File: config.mk
export PLATFORM = sky130hd
export DESIGN_NAME = scb_wb_collect_pip1
export DESIGN_NICKNAME = d
export VERILOG_FILES = /design/src/rtl/scb_pkg.sv /design/src/rtl/scb_pick_lowest.sv /design/src/rtl/scb_wb_collect_pip1.sv
export SDC_FILE = /design/constraint.sdc
export NUM_CORES = 1
export LEC_CHECK = 0
export CAP_MARGIN = 0
export CORE_MARGIN = 2
export CORE_UTILIZATION = 30
export DETAILED_ROUTE_END_ITERATION = 8
export PLACE_DENSITY = 0.59
export SLEW_MARGIN = 20
export SYNTH_ARGS = -nofsm -noshare
export SYNTH_HDL_FRONTEND = slang
export SYNTH_HIERARCHICAL = 1
export SYNTH_SLANG_ARGS = --single-unit
File: constraint.sdc
create_clock -name clk -period 3.3 [get_ports clk]
set_input_delay 0.495 -clock clk [delete_from_list [all_inputs] [get_ports clk]]
set_output_delay 0.495 -clock clk [all_outputs]
set_load 0.01 [all_outputs]
File: src/rtl/scb_pkg.sv
// Shared scoreboard definitions: pipe tags, register-index width and candidate field layout.
// Used by the cell array and by the writeback collector.
package scb_pkg;
  localparam int N_CELL  = 8;
  localparam int W_pip   = 2;
  localparam int W_PA_rx = 5;
  localparam int W_CAND  = 1 + W_pip + W_PA_rx;
  localparam int W_CNT   = 2;
  localparam int N_REG   = 1 << W_PA_rx;

  localparam logic [W_pip-1:0] V_pip0 = 2'b01;
  localparam logic [W_pip-1:0] V_pip1 = 2'b10;

  // Candidate layout, MSB first: {rdy, pip, rd}
  localparam int OFS_RD  = 0;
  localparam int OFS_PIP = W_PA_rx;
  localparam int OFS_RDY = W_PA_rx + W_pip;

  localparam logic [W_CNT-1:0] CNT_MAX = '1;

  // Insert is already blocked at CNT_MAX, so cnt+inc never exceeds CNT_MAX; only the low side clamps.
  function automatic logic [W_CNT-1:0] cnt_next(input logic [W_CNT-1:0] cnt,
                                                input logic inc, input logic [1:0] dec);
    logic [W_CNT+1:0] s;
    logic [W_CNT+1:0] d;
    s = (W_CNT+2)'(cnt) + (W_CNT+2)'(inc);
    d = (W_CNT+2)'(dec);
    if (s < d) return '0;
    return W_CNT'(s - d);
  endfunction
endpackage

File: src/rtl/scb_pick_lowest.sv
// Lowest-index priority pick: one-hot grant, any-request flag and a flag for more than one request.
module scb_pick_lowest #(
  parameter int N = 8
) (
  input  logic [N-1:0] i_req,
  output logic [N-1:0] o_gnt,
  output logic         o_found,
  output logic         o_multi
);
  assign o_gnt   = i_req & (~i_req + N'(1));
  assign o_found = |i_req;
  assign o_multi = |(i_req & ~o_gnt);
endmodule

File: src/rtl/scb_wb_collect_pip1.sv
// Writeback collector for the pipe-1 scoreboard: one pick per pipe per cycle, registered onto the
// writeback ports, plus per-register pending counters exposed as a busy mask.
module scb_wb_collect_pip1
  import scb_pkg::*;
(
  input  logic                     clk,
  input  logic                     rst,
  input  logic [N_CELL*W_CAND-1:0] candit_wb_all,
  input  logic                     ins_valid,
  input  logic [W_PA_rx-1:0]       ins_rd,
  input  logic                     CFI_PC_clear,
  output logic                     wb0_valid,
  output logic [W_PA_rx-1:0]       wb0_rd,
  output logic                     wb1_valid,
  output logic [W_PA_rx-1:0]       wb1_rd,
  output logic [N_REG-1:0]         busy_mask,
  output logic                     cnt_full,
  output logic                     err_conflict,
  output logic                     err_overflow
);
  logic [N_CELL-1:0]             w_req0, w_req1, w_gnt0, w_gnt1;
  logic                          w_fnd0, w_fnd1, w_mul0, w_mul1;
  logic [W_PA_rx-1:0]            w_rd0, w_rd1;
  logic [N_REG-1:0][W_CNT-1:0]   r_cnt, w_cnt_nxt;
  logic                          r_wb0_valid, r_wb1_valid, r_err_conflict, r_err_overflow;
  logic [W_PA_rx-1:0]            r_wb0_rd, r_wb1_rd;

  always_comb begin
    w_req0 = '0;
    w_req1 = '0;
    for (int k = 0; k < N_CELL; k++) begin
      w_req0[k] = candit_wb_all[k*W_CAND+OFS_RDY] &&
                  (candit_wb_all[k*W_CAND+OFS_PIP +: W_pip] == V_pip0);
      w_req1[k] = candit_wb_all[k*W_CAND+OFS_RDY] &&
                  (candit_wb_all[k*W_CAND+OFS_PIP +: W_pip] == V_pip1);
    end
  end

  scb_pick_lowest #(.N(N_CELL)) u_pick0 (
    .i_req(w_req0), .o_gnt(w_gnt0), .o_found(w_fnd0), .o_multi(w_mul0));
  scb_pick_lowest #(.N(N_CELL)) u_pick1 (
    .i_req(w_req1), .o_gnt(w_gnt1), .o_found(w_fnd1), .o_multi(w_mul1));

  // Grants are one-hot, so an AND-OR mux is enough to extract the winning rd.
  always_comb begin
    w_rd0 = '0;
    w_rd1 = '0;
    for (int k = 0; k < N_CELL; k++) begin
      w_rd0 = w_rd0 | ({W_PA_rx{w_gnt0[k]}} & candit_wb_all[k*W_CAND+OFS_RD +: W_PA_rx]);
      w_rd1 = w_rd1 | ({W_PA_rx{w_gnt1[k]}} & candit_wb_all[k*W_CAND+OFS_RD +: W_PA_rx]);
    end
  end

  assign cnt_full = (r_cnt[ins_rd] == CNT_MAX);

  always_comb begin
    logic       inc;
    logic [1:0] dec;
    w_cnt_nxt = '0;
    for (int r = 1; r < N_REG; r++) begin
      inc = ins_valid && (ins_rd == W_PA_rx'(r)) && !cnt_full;
      dec = {1'b0, w_fnd0 && (w_rd0 == W_PA_rx'(r))} + {1'b0, w_fnd1 && (w_rd1 == W_PA_rx'(r))};
      w_cnt_nxt[r] = cnt_next(r_cnt[r], inc, dec);
    end
  end

  always_comb begin
    busy_mask = '0;
    for (int r = 1; r < N_REG; r++) busy_mask[r] = |r_cnt[r];
  end

  always_ff @(posedge clk) begin
    if (rst) begin
      r_cnt          <= '0;
      r_wb0_valid    <= 1'b0;
      r_wb1_valid    <= 1'b0;
      r_wb0_rd       <= '0;
      r_wb1_rd       <= '0;
      r_err_conflict <= 1'b0;
      r_err_overflow <= 1'b0;
    end else begin
      r_err_conflict <= r_err_conflict | w_mul0 | w_mul1;
      r_err_overflow <= r_err_overflow | (ins_valid & cnt_full);
      if (CFI_PC_clear) begin
        r_cnt       <= '0;
        r_wb0_valid <= 1'b0;
        r_wb1_valid <= 1'b0;
      end else begin
        r_cnt       <= w_cnt_nxt;
        r_wb0_valid <= w_fnd0;
        r_wb1_valid <= w_fnd1;
        if (w_fnd0) r_wb0_rd <= w_rd0;
        if (w_fnd1) r_wb1_rd <= w_rd1;
      end
    end
  end

  assign wb0_valid    = r_wb0_valid;
  assign wb0_rd       = r_wb0_rd;
  assign wb1_valid    = r_wb1_valid;
  assign wb1_rd       = r_wb1_rd;
  assign err_conflict = r_err_conflict;
  assign err_overflow = r_err_overflow;
endmodule

# ---- Yosys cells after proc, flatten, opt, wreduce, memory -nomap -nowiden
# Index checks and enable logic that the tools add are counted.
dict set report word_totals {
  elab_cells 592
  out_inout_bits 47
  ff_bits 78
}
dict set report op_classes {
  reduce_logical 179
  order_cmp 32
  eq_ne 110
  n_addsub 95
  n_mux 95
  bitwise 43
}
# op n
set ops {}
lappend ops {{equality test 5 bit (second input constant)} 48}
lappend ops {{logical AND 1 bit} 140}
lappend ops {{2-to-1 mux 2 bit} 63}
lappend ops {{equality test 5 x 4 -> 1 bit (second input constant)} 24}
lappend ops {{adder 2 x 1 -> 3 bit} 31}
lappend ops {{< comparator 3 x 2 -> 1 bit} 31}
lappend ops {{bitwise AND 5 bit} 16}
lappend ops {{bitwise OR 5 bit} 14}
lappend ops {{OR reduction 2 bit} 32}
lappend ops {{adder 1 x 1 -> 2 bit} 31}
lappend ops {{subtractor 2 bit} 31}
lappend ops {{equality test 5 x 3 -> 1 bit (second input constant)} 12}
lappend ops {{bitwise AND 8 bit} 4}
lappend ops {{inverter 8 bit} 4}
lappend ops {{OR reduction 8 bit} 4}
lappend ops {{2-to-1 mux 1 bit} 31}
lappend ops {{equality test 5 x 2 -> 1 bit (second input constant)} 6}
lappend ops {{equality test 2 bit (second input constant)} 9}
lappend ops {{adder 8 x 1 -> 8 bit (second input constant)} 2}
lappend ops {{equality test 2 x 1 -> 1 bit (second input constant)} 8}
lappend ops {{equality test 5 x 1 -> 1 bit (second input constant)} 3}
lappend ops {{binary-select mux 2 bit (select 5 bit)} 1}
lappend ops {{< comparator 5 x 6 -> 1 bit (second input constant)} 1}
lappend ops {{AND reduction 2 bit} 2}
lappend ops {{other kinds (4)} 6}

# ---- Longest topological paths before layout
dict set report logic_depth {
  word_depth 19
  mapped_depth 14
  depth_no_buf 14
}

# ---- Modules after synthesis
# Netlist, hierarchy kept.
# mod n_inst cells_each seq_area_each_um2 area_per_inst_um2
set by_module_without_submodules {}
lappend by_module_without_submodules {scb_wb_collect_pip1 1 803 1521.5 7088.0}
lappend by_module_without_submodules {scb_pick_lowest 2 21 0.0 162.7}

# ---- Worst setup path after synthesis
# Ideal clock, no wire load.
dict set report synth_timing {
  path_kind {input-to-reg}
  from {input port candit_wb_all[6]}
  to {register r_cnt[54] (netlist bit)}
  slack_ns -0.313
  n_path_buf 1
  arrival_time_ns 3.535
  setup_ns 0.078
  path_stages 12
  cell_sequence {and3b_1 -> or4_4 -> nor4b_4 -> a22oi_1 -> and4_1 -> or2_2 -> clkbuf_1 -> nor2_1 -> ha_1 -> fa_1 -> o31a_1 -> nor3_1}
}
dict set report synth_via {
  elab_cells_between_ends 51
}
# element line
set synth_rtl {}
lappend synth_rtl {{from (decl)} scb_wb_collect_pip1.sv:8} ;# input logic [N_CELL*W_CAND-1:0] candit_wb_all,
lappend synth_rtl {{equality test 2 bit (*)} scb_wb_collect_pip1.sv:35} ;# (candit_wb_all[k*W_CAND+OFS_PIP +: W_pip] == V_pip1);
lappend synth_rtl {{logical AND 1 bit (*)} scb_wb_collect_pip1.sv:34} ;# w_req1[k] = candit_wb_all[k*W_CAND+OFS_RDY] &&
lappend synth_rtl {{inverter 8 bit (*)} scb_pick_lowest.sv:10} ;# assign o_gnt = i_req & (~i_req + N'(1));
lappend synth_rtl {{adder 8 x 1 -> 8 bit (*)} scb_pick_lowest.sv:10}
lappend synth_rtl {{bitwise AND 8 bit (*)} scb_pick_lowest.sv:10}
lappend synth_rtl {{net w_gnt1[6]} scb_wb_collect_pip1.sv:21} ;# logic [N_CELL-1:0] w_req0, w_req1, w_gnt0, w_gnt1;
lappend synth_rtl {{bitwise AND 5 bit (*)} scb_wb_collect_pip1.sv:50} ;# w_rd1 = w_rd1 | ({W_PA_rx{w_gnt1[k]}} & candit_wb_all[k*W_CAND+OFS_RD +: W_PA_rx]);
lappend synth_rtl {{bitwise OR 5 bit (*) (2 in a row)} scb_wb_collect_pip1.sv:50}
lappend synth_rtl {{equality test 5 bit (*)} scb_wb_collect_pip1.sv:62} ;# dec = {1'b0, w_fnd0 && (w_rd0 == W_PA_rx'(r))} + {1'b0, w_fnd1 && (w_rd1 == W_PA_rx'(r))};
lappend synth_rtl {{logical AND 1 bit (*)} scb_wb_collect_pip1.sv:62}
lappend synth_rtl {{adder 1 x 1 -> 2 bit (*)} scb_wb_collect_pip1.sv:62}
lappend synth_rtl {{< comparator 3 x 2 -> 1 bit} scb_pkg.sv:28} ;# if (s < d) return '0;
lappend synth_rtl {{2-to-1 mux 1 bit} scb_pkg.sv:28}
lappend synth_rtl {{2-to-1 mux 2 bit (*)} scb_pkg.sv:29} ;# return W_CNT'(s - d);
lappend synth_rtl {{to (signal assigned)} scb_wb_collect_pip1.sv:89} ;# r_cnt <= w_cnt_nxt;
lappend synth_rtl {{to (decl)} scb_wb_collect_pip1.sv:24} ;# logic [N_REG-1:0][W_CNT-1:0] r_cnt, w_cnt_nxt;
# The timed path passes the listed nets; every way through them passes the cells marked *.
# A chain may end at the register's enable or synchronous reset.

# ---- Worst setup path after layout
dict set report layout_timing {
  from {input port candit_wb_all[14]}
  to {register r_cnt[27] (netlist bit)}
}
dict set report layout_via {
  elab_cells_between_ends 49
}
# element line
set layout_rtl {}
lappend layout_rtl {{equality test 2 bit (*)} scb_wb_collect_pip1.sv:35}
lappend layout_rtl {{logical AND 1 bit (*)} scb_wb_collect_pip1.sv:34}
lappend layout_rtl {{net w_req1[1]} scb_wb_collect_pip1.sv:21}
lappend layout_rtl {{inverter 8 bit (*)} scb_pick_lowest.sv:10}
lappend layout_rtl {{adder 8 x 1 -> 8 bit (*)} scb_pick_lowest.sv:10}
lappend layout_rtl {{bitwise AND 8 bit (*)} scb_pick_lowest.sv:10}
lappend layout_rtl {{net w_gnt1[4]} scb_wb_collect_pip1.sv:21}
lappend layout_rtl {{bitwise AND 5 bit (*)} scb_wb_collect_pip1.sv:50}
lappend layout_rtl {{bitwise OR 5 bit (*) (4 in a row)} scb_wb_collect_pip1.sv:50}
lappend layout_rtl {{equality test 5 x 4 -> 1 bit (*)} scb_wb_collect_pip1.sv:62}
lappend layout_rtl {{logical AND 1 bit (*)} scb_wb_collect_pip1.sv:62}
lappend layout_rtl {{adder 1 x 1 -> 2 bit (*)} scb_wb_collect_pip1.sv:62}
lappend layout_rtl {{< comparator 3 x 2 -> 1 bit} scb_pkg.sv:28}
lappend layout_rtl {{2-to-1 mux 1 bit} scb_pkg.sv:28}
lappend layout_rtl {{2-to-1 mux 2 bit (*)} scb_pkg.sv:29}
# Marked as above.

==> flow_metrics.py <==
metrics = {
    "die": {
        "pin_count": 120,
        "dieWidth_um": 161,
        "rows": 57,
        "dieArea_um2": 26000,
        "start_util": 0.305,
        "core_um2": 24300,
        "die_h_um": 161,
    },
    "drt": {
        "drc": 0,
        "wl_per_cell_um": 17.0,
        "antenna_left": 0,
        "first_pass_iters": 5,
        "drt_iter0_drc": 375,
        "routed_wl_mm": 24.7,
        "routed-via-count": 7178,
        "via_per_inst": 4.95,
    },
    "sta": {
        "tightest_slew_ns": 0.848,
        "max_slew_margin": 0.435,
        "slew_viol_final": 0,
        "rsz0062_at_grt": "yes",
        "setup_ws_ns": -0.00819,
        "skew_ns": 0.00991,
        "hold_violations": 0,
        "setup-violations-final": 4,
        "post-route-period-util": 1.00,
        "whs_ns": 0.495,
        "min_period_ns": 3.31,
        "max_freq_ghz": 0.302,
    },
    "critical_path": {
        "cp-endpoint": "r_cnt[27]$_SDFF_PP0_",
        "cp.arrival_ns": 3.51,
        "ff2ff_setup_slack_ns": 0.22,
        "critPathLaunchType": "input port",
        "timing.rr.end": "r_cnt[60]$_SDFF_PP0_",
        "cp_max_fo": 5,
        "end_kind": "register",
        "path_class": "in2reg",
        "reg2regPathDepth": 11,
        "critPathRequiredTime_ns": 3.50,
        "r2r_start": "r_cnt[33]$_SDFF_PP0_",
        "setup.worst_path.start": "candit_wb_all[14]",
    },
    "clock_network": {
        "htreeDepth": 3,
        "clk_pin_slew_worst_paths_ns": 0.06,
        "cts_tree": "built",
        "insertion_delay_ns": 0.36,
        "hold_buffers": 0,
        "root_buffer": "clkbuf_16",
        "cts_buffers": 9,
        "clk_path_buf_depth": 2,
        "numClockSinks": 76,
    },
    "cells_and_area": {
        "fin_nets": 1350,
        "multi_input_area_um2": 6470,
        "insertedDiodeCount": 0,
        "seq_area_um2": 1520,
        "syn2layout_area_growth_pct": 57.7,
        "fill_cells": 2244,
        "final_layout_size_suffix_gt1_frac": 0.393,
    },
    "flow_run": {
        "cap_violations": 0,
    },
    "logic_synthesis": {
        "synth_seq_cells": 76,
        "synth_top_family_by_area": "adder cells",
        "ys.flop_type": "dfxtp_1",
        "synthSimpleGateAreaFrac": 0.242,
        "synthXorXnorAreaFrac": 0.0366,
        "synth-adder-area-share": 0.296,
        "yosysWarningCount": 6,
        "synth_cell_type_count": 55,
        "syn_area_per_cell_um2": 8.77,
        "async_reset_ff_frac": 0,
        "synth_area_um2": 7410,
        "netlist_instances": 845,
        "synthMuxAreaShare": 0.0388,
        "syn_nets": 1073,
        "synth_edf_count": 0,
        "synth_compound_area_frac": 0.112,
        "ys_seq_area_frac": 0.205,
    },
    "global_route": {
        "antenna_found_initial": 0,
        "grt_usage": 0.189,
        "grt_start_max_net_pins": 63,
        "grt_pass1_vias": 7449,
        "grt_pass1_wl_mm": 38.6,
        "overflow": 0,
    },
    "power": {
        "p_per_area_nw_per_um2": 259,
        "worst_ir_drop_vdd_v": 0.000170,
        "total_leakage_power_nw": 4.85,
        "power_mw": 3.03,
    },
    "status": {
        "violations": "negative setup slack",
        "status": "finished, violations left",
    },
    "placed_design": {
        "io_buffers": 118,
        "dp_hpwl_mm": 18.8,
        "gp_congestion": 0.890,
    },
    "worst_hold_path": {
        "hold_class": "reg2reg",
    },
}
## cell usage in the layout, fill, tap and decap left out, types with 26 or more instances in the layout
cell type,n
buf_4,151
inv_1,97
clkdlybuf4s50_1,95
ha_1,90
dfxtp_1,76
nor3_1,58
nor2_1,44
or2_2,34
nor2_4,33
o31a_1,31
fa_1,31
buf_6,31
nand2_1,30
a22oi_1,26
## cell usage after synthesis (3+ instances only)
master	number	area share
mux4_1	5	0.018
or2_2	37	0.031
a22o_1	4	0.0047
a22oi_1	34	0.034
nor4_1	14	0.012
a211oi_1	12	0.012
fa_1	31	0.084
and4_1	8	0.0095
nor2b_1	12	0.010
buf_2	5	0.0034
dfxtp_1	76	0.21
o211a_1	3	0.0041
and3_1	5	0.0042
buf_4	3	0.0030
nand3_1	3	0.0020
mux4_2	6	0.018
nor3_1	77	0.052
nand2b_1	8	0.0068
a221oi_1	4	0.0047
inv_1	97	0.049
ha_1	124	0.21
and2_1	5	0.0042
xnor2_1	31	0.037
nand2_1	48	0.024
and3b_1	8	0.0095
nor2_1	99	0.050
clkbuf_1	18	0.0091
o31a_1	31	0.037
## worst max-delay path: stages
cell and delay, ns:
buf_6 0.09, and3b_2 0.20, or4_4 0.57, buf_4 0.17, nor2_1 0.08, buf_4 0.15
a22oi_1 0.07, and4_4 0.23, nor2_4 0.21, nand2_4 0.12, nor2_2 0.10, ha_2 0.18
fa_1 0.45, buf_4 0.16, xnor2_1 0.15, nor3_1 0.07
## cell type report
| type | instances | area share |
|---|---|---|
| flip-flops and latches | 76 | 0.130 |
| multi-input cells | 642 | 0.553 |
| well taps | 324 | 0.0347 |
| clock buffers | 12 | 0.0219 |
| repair buffers | 296 | 0.225 |
| inverters | 97 | 0.0311 |
| clock inverters | 4 | 0.00407 |
## report_power, final
| group | switching (mW) | internal, mW | total [mW] | leakage, nW |
|---|---|---|---|---|
| Sequential | 0.0178 | 0.943 | 0.961 | 0.615 |
| Clock | 0.419 | 0.625 | 1.04 | 0.149 |
| Combinational | 0.525 | 0.497 | 1.02 | 4.09 |
## how the worst min path moves through the flow
stage,from,to,slack (ns),cells past startpoint
after global placement,err_conflict$_SDFF_PP0_,err_conflict$_SDFF_PP0_,0.48,2
after CTS,err_conflict$_SDFF_PP0_,err_conflict$_SDFF_PP0_,0.49,2
after detailed placement,err_conflict$_SDFF_PP0_,err_conflict$_SDFF_PP0_,0.48,2
final,err_conflict$_SDFF_PP0_,err_conflict$_SDFF_PP0_,0.50,2
after global routing,err_conflict$_SDFF_PP0_,err_conflict$_SDFF_PP0_,0.51,2
after floorplan,err_conflict$_SDFF_PP0_,err_conflict$_SDFF_PP0_,0.52,2
## registers in the layout, indices dropped and copies added, names as in the netlist
signal / cells
r_cnt: 62
wb0_rd: 5
wb1_rd: 5
err_conflict: 1
err_overflow: 1
wb0_valid: 1
wb1_valid: 1
## through the flow
stage               utilization  setup WS [ns]  TNS, ns  cells  instance area, um2
global placement          0.415         -0.875   -45.39   1404               10100
floorplan                     -         -0.110    -2.14    845                7520
global route              0.481         -0.137    -4.46   1451               11700
finish                    0.481       -0.00819  -0.0161   1451               11700
CTS                       0.456        -0.0531   -0.179   1445               11100
detailed placement        0.415         -0.920   -47.68   1404               10100
## layer usage
| layer | vias up | track usage | wire length, um |
|---|---|---|---|
| met5 | - | 0 | 0 |
| met4 | 0 | 0.0653 | 545 |
| met3 | 41 | 0.0326 | 1260 |
| met2 | 198 | 0.321 | 11900 |
| met1 | 3456 | 0.242 | 10900 |
| li1 | 3483 | - | - |
## cells by family (layout without fill, tap and decap cells)
group                      Yosys count  after routing
and+or+nand+nor                    342            342
adders and majority gates          157            157
buffers and inverters              127            409
AOI/OAI and AO/OA                   98             98
DFF                                 76             76
xor gates and xnor gates            31             31
muxes                               13             13
other                                1              1
## timing repair
action,4_1_cts,5_1_grt
setup endpoints to repair,63,62
pin swaps,74,64
cloned,1,0
resized for setup,196,119
buffers inserted,26,6
No activity file was read; power rests on OpenSTA's default activity.
